[src/rtl/if_id_decode_pkg.sv]
// Shared IF/ID definitions: opcodes, immediate-extender selects, stage state
// encoding and the registered entry format.
package if_id_decode_pkg;

  localparam logic [6:0] OP_LOAD   = 7'b0000011;
  localparam logic [6:0] OP_IMM    = 7'b0010011;
  localparam logic [6:0] OP_JALR   = 7'b1100111;
  localparam logic [6:0] OP_STORE  = 7'b0100011;
  localparam logic [6:0] OP_BRANCH = 7'b1100011;
  localparam logic [6:0] OP_LUI    = 7'b0110111;
  localparam logic [6:0] OP_AUIPC  = 7'b0010111;
  localparam logic [6:0] OP_OP     = 7'b0110011;
  localparam logic [6:0] OP_JAL    = 7'b1101111;

  typedef enum logic [1:0] {
    IMM_I = 2'd0,
    IMM_S = 2'd1,
    IMM_B = 2'd2,
    IMM_U = 2'd3
  } imm_sel_t;

  typedef enum logic [1:0] {
    ST_EMPTY = 2'd0,
    ST_ONE   = 2'd1,
    ST_TWO   = 2'd2
  } state_t;

  typedef struct packed {
    logic [31:0] instr;
    logic [31:0] pc;
    imm_sel_t    imm_ctrl;
    logic        uses_imm;
    logic        illegal;
  } entry_t;

endpackage

[src/rtl/if_id_decode_imm.sv]
// Combinational opcode decode to immediate-extender controls.
module imm_decoder
  import if_id_decode_pkg::*;
(
  input  logic [6:0] i_opcode,
  output imm_sel_t   o_imm_ctrl,
  output logic       o_uses_imm,
  output logic       o_illegal
);

  always_comb begin
    o_imm_ctrl = IMM_I;
    o_uses_imm = 1'b0;
    o_illegal  = 1'b0;
    case (i_opcode)
      OP_LOAD, OP_IMM, OP_JALR: o_uses_imm = 1'b1;
      OP_STORE:  begin o_imm_ctrl = IMM_S; o_uses_imm = 1'b1; end
      OP_BRANCH: begin o_imm_ctrl = IMM_B; o_uses_imm = 1'b1; end
      OP_LUI, OP_AUIPC: begin o_imm_ctrl = IMM_U; o_uses_imm = 1'b1; end
      OP_OP:     ;
      // jal has no extender format here, so it is flagged like any unknown opcode
      OP_JAL:    o_illegal = 1'b1;
      default:   o_illegal = 1'b1;
    endcase
  end

endmodule

[src/rtl/if_id_decode.sv]
// IF/ID pipeline register with a one-entry skid buffer; decode is done on the
// input path and carried with each entry so all outputs come from flops.
module if_id_decode
  import if_id_decode_pkg::*;
#(
  parameter logic [31:0] NOP_INSTR = 32'h00000013
) (
  input  logic        clk,
  input  logic        rst_n,
  input  logic [31:0] InstrIn,
  input  logic [31:0] PCIn,
  input  logic        InValid,
  output logic        InReady,
  input  logic        Flush,
  output logic [31:0] Instr,
  output logic [31:0] PC,
  output logic [1:0]  ImmControl,
  output logic        UsesImm,
  output logic        IllegalInstr,
  output logic        OutValid,
  input  logic        OutReady
);

  localparam entry_t NOP_ENTRY = '{instr: NOP_INSTR, pc: 32'd0, imm_ctrl: IMM_I,
                                   uses_imm: 1'b0, illegal: 1'b0};

  state_t   r_state, w_state_nxt;
  entry_t   r_main, r_skid, w_main_nxt, w_skid_nxt, w_in;
  logic     r_valid, w_valid_nxt;
  logic     w_accept, w_xfer;
  imm_sel_t w_imm_ctrl;
  logic     w_uses_imm, w_illegal;

  imm_decoder u_dec (
    .i_opcode   (InstrIn[6:0]),
    .o_imm_ctrl (w_imm_ctrl),
    .o_uses_imm (w_uses_imm),
    .o_illegal  (w_illegal)
  );

  assign w_in     = '{instr: InstrIn, pc: PCIn, imm_ctrl: w_imm_ctrl,
                      uses_imm: w_uses_imm, illegal: w_illegal};
  assign InReady  = (r_state != ST_TWO);
  assign w_accept = InValid & InReady;
  assign w_xfer   = r_valid & OutReady;

  always_comb begin
    w_state_nxt = r_state;
    w_main_nxt  = r_main;
    w_skid_nxt  = r_skid;
    w_valid_nxt = r_valid;
    case (r_state)
      ST_EMPTY: if (w_accept) begin
        w_state_nxt = ST_ONE;
        w_main_nxt  = w_in;
        w_valid_nxt = 1'b1;
      end
      ST_ONE: begin
        if (w_accept && !w_xfer) begin
          w_state_nxt = ST_TWO;
          w_skid_nxt  = w_in;
        end else if (w_accept && w_xfer) begin
          w_main_nxt  = w_in;
        end else if (w_xfer) begin
          w_state_nxt = ST_EMPTY;
          w_main_nxt  = NOP_ENTRY;
          w_valid_nxt = 1'b0;
        end
      end
      ST_TWO: if (w_xfer) begin
        w_state_nxt = ST_ONE;
        w_main_nxt  = r_skid;
      end
      default: begin
        w_state_nxt = ST_EMPTY;
        w_main_nxt  = NOP_ENTRY;
        w_valid_nxt = 1'b0;
      end
    endcase
    // Flush wins over any accept/transfer decided above
    if (Flush) begin
      w_state_nxt = ST_EMPTY;
      w_main_nxt  = NOP_ENTRY;
      w_valid_nxt = 1'b0;
    end
  end

  always_ff @(posedge clk) begin
    if (!rst_n) begin
      r_state <= ST_EMPTY;
      r_main  <= NOP_ENTRY;
      r_skid  <= NOP_ENTRY;
      r_valid <= 1'b0;
    end else begin
      r_state <= w_state_nxt;
      r_main  <= w_main_nxt;
      r_skid  <= w_skid_nxt;
      r_valid <= w_valid_nxt;
    end
  end

  assign Instr        = r_main.instr;
  assign PC           = r_main.pc;
  assign ImmControl   = r_main.imm_ctrl;
  assign UsesImm      = r_main.uses_imm;
  assign IllegalInstr = r_main.illegal;
  assign OutValid     = r_valid;

endmodule
[config.mk]
export PLATFORM = sky130hd
export DESIGN_NAME = if_id_decode
export DESIGN_NICKNAME = d
export VERILOG_FILES = /design/src/rtl/if_id_decode_pkg.sv /design/src/rtl/if_id_decode_imm.sv /design/src/rtl/if_id_decode.sv
export SDC_FILE = /design/constraint.sdc
export NUM_CORES = 1
export LEC_CHECK = 0
export BUFFER_PORTS_ARGS = -buffer_cell sky130_fd_sc_hd__buf_4
export CAP_MARGIN = 25
export CELL_PAD_IN_SITES_DETAIL_PLACEMENT = 0
export CELL_PAD_IN_SITES_GLOBAL_PLACEMENT = 1
export CORE_MARGIN = 2
export CORE_UTILIZATION = 39
export DETAILED_ROUTE_END_ITERATION = 12
export HOLD_SLACK_MARGIN = 0.03
export PLACE_DENSITY_LB_ADDON = 0.1
export SLEW_MARGIN = 25
export SYNTH_ARGS = -nofsm -noshare
export SYNTH_HDL_FRONTEND = slang
export SYNTH_SLANG_ARGS = --single-unit
[constraint.sdc]
create_clock -name clk -period 2 [get_ports clk]
set_input_delay 0.3 -clock clk [delete_from_list [all_inputs] [get_ports clk]]
set_output_delay 0.3 -clock clk [all_outputs]
set_load 0.01 [all_outputs]
==> results of run 1 <==
-- how the worst max path moves through the flow --
stage	start	end	depth (start not counted)
floorplan	OutValid	ImmControl[0]	6
global placement	r_state[0]	Instr[19]	5
detailed placement	OutValid	Instr[5]	5
CTS	r_state[0]	InReady	2
global route	OutValid	Instr[7]	5
finish	OutValid	Instr[5]	5
-- layout make-up --
cell class	count	area share (%)
tap	180	3.08
clock buffer	30	7.16
clock inverter	1	0.0684
sequential	139	38.0
timing repair buffer	156	16.9
multi-input combinational	450	34.5
inverter	6	0.308
-- tightest hold or removal path: stages --
cell and delay, ps:
buf_4 100, nand2_1 40, nand3_1 60
-- cells in the final DEF, fill, tap and decap left out, types with 2 or more instances in the layout --
master,n
a211oi_1,3
a21boi_0,42
a21boi_1,23
a21oi_1,65
a221o_1,2
a22oi_1,61
a2bb2oi_1,2
a31oi_1,2
buf_12,5
buf_4,151
clkbuf_1,8
clkbuf_16,17
clkbuf_8,5
dfxtp_1,139
inv_1,6
nand2_1,141
nand2b_1,4
nand3_1,5
nor2_4,4
nor2b_1,3
nor3_1,3
o21ai_0,44
o21ai_1,21
o221ai_1,2
o22ai_1,2
-- synth_stat cells, drive strengths merged, types with 2 or more instances --
cell type,n,share of area (%)
inv,6,0.40
o22ai,2,0.22
a31oi,2,0.22
nand2b,5,0.56
o21ai,65,5.8
nor2b,3,0.33
a221o,2,0.36
nor2,5,0.78
a211oi,3,0.40
a21oi,66,6.1
o221ai,2,0.31
buf,38,4.0
clkbuf,21,1.5
dfxtp,139,49
a22oi,61,8.1
nand3,5,0.44
a21boi,65,8.7
a2bb2oi,2,0.31
nor3,3,0.27
nand2,142,9.5
-- flip-flops by register name, summed over array words and instances, names as in the netlist --
signal        count
r_state           2
PC               32
ImmControl        2
Instr            32
OutValid          1
IllegalInstr      1
UsesImm           1
r_skid           68
-- per-layer routing --
metal | vias up | GRT usage [%] | part of all wire (%) | wire length (um)
met5 | - | 0 | 0 | 0
met4 | 0 | 6.46 | 1.2 | 187
met3 | 11 | 6.91 | 7.7 | 1220
met2 | 162 | 33.7 | 46 | 7280
met1 | 2457 | 26.6 | 45 | 7110
li1 | 2540 | - | - | -
-- power groups by stage --
stage,combinational (mW),sequential [mW],clock (mW)
6_report,0.603,2.89,2.81
2_1_floorplan,0.293,2.96,0
4_1_cts,0.610,2.89,2.87
3_3_place_gp,0.600,2.95,0
3_5_place_dp,0.608,2.95,0
5_1_grt,0.668,2.90,2.99
-- kinds of logic (layout without fill, tap and decap cells) --
logic type | after synthesis | after routing | synth area share [%]
compound gates | 276 | 276 | 31.4
simple gates | 173 | 173 | 13.2
flops | 139 | 139 | 49.4
buf+inv | 65 | 193 | 5.86
mux | 1 | 1 | 0.178
==> results.py, run 1 <==
metrics = {
    "status": {
        "outcome": "completed",
    },
    "clock_network": {
        "root_buffer": "clkbuf_16",
        "cts_sinks": 139,
        "ctsHoldBuffers": 0,
        "cts_tree": "yes",
        "clk_latency_ps": 410,
        "ctsResizeCount": 0,
        "clock_path_buffers": 2,
        "htreeDepth": 4,
        "cts_buffers": 17,
        "clk_pin_slew_ps": 50,
        "cts_setup_buffers": 0,
    },
    "critical_path": {
        "crit_family": "simple AND/OR/NAND/NOR gates",
        "cp_slowest_cell": "nor2_4",
        "worstPathRequired_ps": 2330,
        "startpoint_type": "flop",
        "worstPathMaxFanout": 21,
        "crit_arrival_ps": 2090,
        "end_kind": "flop",
        "r2r-end": "Instr[5]",
        "max_stage_delay_ps": 520,
        "worstSetupPathType": "flop to flop",
        "reg2reg_from": "OutValid",
        "cp.buffers_inverters": 1,
        "regToRegSetupSlack_ps": 240,
        "path_cells": "a21boi_1 -> nor2_4 -> buf_4 -> a22oi_1 -> a21oi_1",
        "reg2regPathDepth": 5,
    },
    "die": {
        "io_pins": 139,
        "coreArea_um2": 14000,
        "fp-row-count": 43,
        "die_h_um": 124,
        "die_x_um": 124,
        "initial_utilization_pct": 40.3,
        "die_area_um2": 15400,
    },
    "detailed_routing": {
        "via_per_inst": 5.37,
        "wl_per_cell_um": 16.4,
        "routed_wl_mm": 15.8,
        "drcViolationCount": 0,
        "drtIter0Drc": 309,
        "antenna_left": 0,
        "dr.pass1.iters": 5,
        "vias": 5170,
    },
    "finish": {
        "layout.area.seq_um2": 2780,
        "fin_area_um2": 7320,
        "drive_gt1_share_pct": 23.9,
        "multi_input_area_um2": 2530,
        "antenna_cells": 0,
        "area_growth_pct": 30.0,
        "finalNonFillerCells": 962,
        "nFillCells": 1337,
        "final_util_pct": 52.3,
        "num-nets-final": 839,
    },
    "hold_path": {
        "min_path_cells": 3,
        "hold_end": "r_skid[36]",
        "hp-start": "InstrIn[0]",
        "worst_hold_path_type": "primary input to flop",
    },
    "power": {
        "p_leak_nw": 2.78,
        "clockPowerShare_pct": 44.6,
        "powerDensity_nw_per_um2": 861,
        "p_seq_share_pct": 45.9,
        "finalPower_mw": 6.31,
        "internal_power_mw": 4.87,
        "swShare_pct": 22.8,
        "combPwrFrac_pct": 9.6,
        "max-vdd-ir-drop_mv": 0.811,
        "p_sw_mw": 1.44,
    },
    "synthesis": {
        "synth_cell_type_count": 46,
        "avgSynthCellArea_um2": 8.61,
        "ys_seq_elements": 139,
        "synthCells": 654,
        "ys_warn_count": 0,
        "ys_seq_area_share_pct": 49.4,
        "synth_nets": 723,
        "synth-edff-count": 0,
        "async_reset_ff_share_pct": 0,
        "synth_area_um2": 5630,
        "synthFlopType": "dfxtp_1",
    },
    "sta": {
        "whs_ps": 128,
        "max_clock_freq_ghz": 0.567,
        "finalSetupViolCount": 0,
        "period_share_pct": 88.1,
        "min_period_ps": 1760,
        "slew_headroom_pct": 59.9,
        "tns_ps": 0,
        "layout_setup_ws_ps": 238,
        "worst_pin_slew_ps": 600,
        "hold_violations": 0,
        "rsz0062_at_grt": "no",
        "finalMaxSlewViolations": 0,
        "clock_skew_ps": 5.93,
    },
    "global_route": {
        "overflow": 0,
        "grt_max_degree": 48,
        "antenna_found_initial": 0,
        "grt_pass1_vias": 4897,
        "grt_first_pass_wirelength_mm": 24.8,
        "grtUsageTotal_pct": 20.9,
    },
    "placement": {
        "placed_cells": 931,
        "gp_congestion": 0.791,
        "place_area_um2": 6790,
        "port_buffers": 138,
        "dp_hpwl_mm": 10.1,
        "place_ws_ps": 234,
    },
    "flow_run": {
        "drv_cap": 0,
    },
}
Note: power is estimated with default switching activity, not from simulation.
==> run 2: changes to the inputs <==
Settings changed: PLACE_DENSITY from default to 0.84, PLACE_DENSITY_LB_ADDON 0.1 to default.
==> run 2 against run 1 <==
  * Sequential cell count did not move
  * Die area unchanged
  * Count of clock-buffer cells in the layout fell by 9
  * Final area rose by 0.65%
  * Via count is 0.19% higher
  * Routed wire length down 2.1%
  * Cell count fell by 0.10%
==> results.py, run 2 (synthesized netlist as in run 1, its figures left out) <==
metrics = {
    "finish": {
        "multi_input_area_um2": 2530,
        "area_growth_pct": 30.8,
        "layout.area.seq_um2": 2780,
        "largest_register_ffs": 68,
        "antenna_cells": 0,
        "num-nets-final": 838,
        "final_common_cell": "buf_4",
        "finalNonFillerCells": 961,
        "nFillCells": 1328,
        "final_cell_mix": "151 x buf_4, 141 x nand2_1, 139 x dfxtp_1",
        "regMostFlops": "r_skid",
        "drive_gt1_share_pct": 24.8,
    },
    "clock_network": {
        "htreeDepth": 4,
        "cts_setup_buffers": 0,
        "cts_sinks": 139,
        "clock_path_buffers": 2,
        "clk_pin_slew_ps": 60,
        "cts_tree": "yes",
        "clk_latency_ps": 410,
        "cts_buffers": 17,
        "root_buffer": "clkbuf_16",
        "ctsResizeCount": 0,
        "ctsHoldBuffers": 0,
    },
    "sta": {
        "slew_headroom_pct": 58.0,
        "finalSetupViolCount": 0,
        "tns_ps": 0,
        "layout_setup_ws_ps": 210,
        "finalMaxSlewViolations": 0,
        "max_clock_freq_ghz": 0.559,
        "min_period_ps": 1790,
        "clock_skew_ps": 10.5,
        "worst_pin_slew_ps": 630,
        "rsz0062_at_grt": "no",
        "hold_violations": 0,
        "period_share_pct": 89.5,
    },
    "critical_path": {
        "crit_family": "compound AO/OA/AOI/OAI gates",
        "worstSetupPathType": "flop to flop",
        "end_kind": "flop",
        "startpoint_type": "flop",
        "crit_arrival_ps": 2130,
        "max_stage_delay_ps": 460,
        "worstPathMaxFanout": 15,
        "path_cells": "a21bo_2 -> a21oi_4 -> buf_4 -> o21ai_0 -> a21oi_1",
        "cp_slowest_cell": "dfxtp_1",
        "cp.buffers_inverters": 1,
        "worstPathRequired_ps": 2340,
    },
    "global_route": {
        "grtUsageTotal_pct": 20.6,
        "grt_first_pass_wirelength_mm": 24.7,
        "grt_max_degree": 69,
        "grt_pass1_vias": 4889,
        "antenna_found_initial": 0,
        "overflow": 0,
    },
    "detailed_routing": {
        "drcViolationCount": 0,
        "wl_per_cell_um": 16.1,
        "antenna_left": 0,
        "drtIter0Drc": 373,
        "via_per_inst": 5.39,
        "dr.pass1.iters": 5,
        "vias": 5180,
        "routed_wl_mm": 15.5,
    },
    "placement": {
        "port_buffers": 138,
        "gp_congestion": 0.799,
        "place_ws_ps": 216,
        "placed_cells": 930,
        "dp_hpwl_mm": 9.87,
    },
    "die": {
        "die_h_um": 124,
        "initial_utilization_pct": 40.3,
        "die_area_um2": 15400,
        "fp-row-count": 43,
        "coreArea_um2": 14000,
        "die_x_um": 124,
        "io_pins": 139,
    },
    "flow_run": {
        "drv_cap": 0,
    },
    "power": {
        "p_leak_nw": 2.79,
        "powerDensity_nw_per_um2": 899,
        "max-vdd-ir-drop_mv": 0.583,
    },
    "hold_path": {
        "worst_hold_path_type": "primary input to flop",
    },
    "status": {
        "outcome": "completed",
    },
}
==> run 2: cell types whose count changed in the layout (fill, tap and decap cells not counted) <==
cell and delta:
buf_12 -1, clkbuf_8 -1, clkbuf_1 -8, clkinv_4 +1, bufinv_16 +2, clkinv_2 +1, clkinvlp_4 +5
==> run 2: power by group <==
part           total [mW]  internal [mW]  switching [mW]
clock network        3.13           1.96            1.17
registers            2.89           2.85          0.0446
logic               0.601          0.277           0.325
total                6.62           5.08            1.54
==> run 2: cell type report <==
cell class | count | share of cell area (%)
clock buffer | 21 | 6.52
clock inverter | 10 | 1.58
inverter | 6 | 0.306
multi-input combinational | 450 | 34.3
sequential | 139 | 37.8
tap | 180 | 3.06
timing repair buffer | 155 | 16.5
==> run 2: worst paths after layout <==
path                   start    endpoint  slack, ps  cells past startpoint
hold / removal    InstrIn[1]  r_skid[37]        130                      3
setup reg to reg  r_state[0]       PC[9]        210                      5
hold reg to reg   r_skid[39]  r_skid[39]        460                      2
setup / recovery  r_state[0]       PC[9]        210                      5
==> run 2: tightest hold or removal path, delay by kind of cell <==
kind / cells / cell delay [ps]
buffers and inverters: 1 / 90
AND/OR/NAND/NOR: 2 / 100
==> run 2: stage by stage <==
stage               power, mW  instance area, um2  utilization [%]  hold WS [ps]
finish                   6.62                7370             52.7           127
global route             6.89                7370             52.7           121
CTS                      6.69                7370             52.7           105
detailed placement       3.56                6770             48.4           447
global placement         3.54                6770             48.4           441
floorplan                3.25                5630                -           424
==> run 2: layer usage <==
metal	track usage, %	wire (um)	vias to the layer above
met2	33.5	7090	185
met5	0	0	-
li1	-	-	2525
met4	5.20	113	0
met3	7.19	1360	10
met1	26.2	6900	2460
==> run 3: changes to the inputs <==
--- a/config.mk
+++ b/config.mk
@@ -14,5 +14,6 @@
 export DETAILED_ROUTE_END_ITERATION = 12
 export HOLD_SLACK_MARGIN = 0.03
-export PLACE_DENSITY = 0.84
+export PLACE_DENSITY = 0.91
+export SETUP_SLACK_MARGIN = 0.5
 export SLEW_MARGIN = 25
 export SYNTH_ARGS = -nofsm -noshare
==> constraint.sdc (replaced) <==
create_clock -name clk -period 2 [get_ports clk]
set_input_delay 0.3 -clock clk [delete_from_list [all_inputs] [get_ports clk]]
set_output_delay 0.3 -clock clk [all_outputs]
set_load 0.1 [all_outputs]
==> run 3 against run 2 <==
  * Hold slack better by 2.4 ps
  * Highest routed layer unchanged
  * Worst setup slack better by 300 ps
  * Largest cell class unchanged
  * Critical path type is now flop to output port
  * Maximum frequency up 20%
  * Sequential cell count unchanged
  * Final area up 5.7%
  * Sequential power about the same
  * Power up 8.8%
  * Routed wire length up 11%
  * Critical path depth down 3
  * Combinational power up 70%
  * Die area unchanged
  * Sequential share of layout area down 1.9 points
==> results.py, run 3 (synthesized netlist as in run 1, its figures left out) <==
metrics = {
    "global_route": {
        "grt_max_degree": 54,
        "grt_first_pass_wirelength_mm": 25.6,
        "overflow": 0,
        "grt_pass1_vias": 5015,
        "grtUsageTotal_pct": 21.5,
        "antenna_found_initial": 0,
    },
    "sta": {
        "finalSetupViolCount": 0,
        "tns_ps": 0,
        "rsz0062_at_grt": "yes",
        "period_share_pct": 74.6,
        "clock_skew_ps": 5.52,
        "min_period_ps": 1490,
        "finalMaxSlewViolations": 0,
        "hold_violations": 0,
        "worst_pin_slew_ps": 485,
        "max_clock_freq_ghz": 0.670,
        "layout_setup_ws_ps": 508,
        "slew_headroom_pct": 67.7,
    },
    "critical_path": {
        "worstPathRequired_ps": 1700,
        "end_kind": "output port",
        "startpoint_type": "flop",
        "crit_start": "r_state[0]",
        "reg2reg_from": "r_state[0]",
        "worstSetupPathType": "flop to output port",
        "worstPathMaxFanout": 7,
        "crit_arrival_ps": 1190,
    },
    "placement": {
        "dp_hpwl_mm": 10.4,
        "gp_congestion": 0.807,
        "place_ws_ps": 172,
        "port_buffers": 138,
    },
    "finish": {
        "num-nets-final": 857,
        "area_growth_pct": 38.3,
        "regMostFlops": "r_skid",
        "largest_register_ffs": 68,
        "final_cell_mix": "154 x buf_4, 141 x nand2_1, 136 x dfxtp_1",
        "antenna_cells": 0,
        "nFillCells": 1289,
        "final_common_cell": "buf_4",
        "drive_gt1_share_pct": 27.6,
    },
    "clock_network": {
        "cts_buffers": 17,
        "clk_pin_slew_ps": 60,
        "clk_latency_ps": 420,
        "cts_tree": "yes",
        "clock_path_buffers": 2,
        "htreeDepth": 4,
        "cts_sinks": 139,
        "root_buffer": "clkbuf_16",
    },
    "power": {
        "powerDensity_nw_per_um2": 924,
        "max-vdd-ir-drop_mv": 0.523,
        "p_leak_nw": 3.00,
    },
    "hold_path": {
        "worst_hold_path_type": "primary input to flop",
        "hp-start": "InstrIn[1]",
    },
    "die": {
        "fp-row-count": 43,
        "initial_utilization_pct": 40.3,
        "io_pins": 139,
        "die_x_um": 124,
        "die_area_um2": 15400,
        "die_h_um": 124,
        "coreArea_um2": 14000,
    },
    "detailed_routing": {
        "dr.pass1.iters": 5,
        "drcViolationCount": 0,
        "via_per_inst": 5.48,
        "antenna_left": 0,
        "drtIter0Drc": 400,
        "dr_wl_met3_mm": 1.22,
        "routed_wl_mm": 17.2,
        "wl_per_cell_um": 17.5,
        "vias": 5373,
        "wl_met2_mm": 8.36,
        "highest_layer": "met4",
        "wl_met1_mm": 7.48,
    },
    "flow_run": {
        "drv_cap": 0,
    },
    "status": {
        "outcome": "completed",
    },
}
run 3: changes by cell type in the layout (fill, tap and decap cells not counted), moves of 4 or more:
cell	change
a21boi_0	-4
clkbuf_16	+7
o21ai_1	+9
buf_12	+6
o21ai_0	-10
run 3: layout make-up:
| class | instances | area [um2] | share of cell area [%] |
|---|---|---|---|
| flip-flops and latches | 139 | 2790 | 35.9 |
| clock buffers | 23 | 489 | 6.28 |
| clock inverters | 9 | 135 | 1.73 |
| multi-input cells | 450 | 2570 | 32.9 |
| well taps | 180 | 225 | 2.89 |
| inverters | 6 | 22.5 | 0.289 |
| repair buffers | 174 | 1560 | 20.0 |
run 3: worst max-delay path, cell delays in order, from the launching register on:
cell and delay (ps):
dfxtp_4 370, nand2b_4 200, buf_12 190
run 3: final timing paths:
path,end,slack [ps],cells past startpoint
setup / recovery,InReady,510,2
hold / removal,r_skid[37],130,3
setup reg to reg,ImmControl[0],510,5
hold reg to reg,r_skid[43],450,2
run 3: where the power goes:
part           total, mW  leakage [nW]  internal, mW  switching (mW)
Sequential          2.89          1.13          2.85          0.0458
Clock               3.29         0.295          2.10            1.19
Combinational       1.02          1.57         0.353           0.666
run 3: per-layer routing:
metal  GRT usage [%]  vias to the layer above
li1                -                     2583
met1            27.8                     2586
met2            35.2                      187
met3            6.41                       17
met4            5.62                        0
met5               0                        -
run 3: timing repair:
item / CTS / global route
resized for setup: 16 / 21
hold buffers: 0 / 0
pin swaps: 1 / 3
cloned: 1 / 5
buffers inserted: 2 / 11
setup endpoints to repair: 137 / 120
run 3: metrics by stage:
stage	total power [mW]	cells	cell area, um2	utilization [%]	hold WS (ps)
2_1_floorplan	3.56	654	5650	-	424
3_3_place_gp	3.85	930	6790	48.5	441
3_5_place_dp	3.86	930	6790	48.5	446
4_1_cts	7.17	965	7510	53.7	107
5_1_grt	7.44	981	7790	55.7	126
6_report	7.20	981	7790	55.7	129
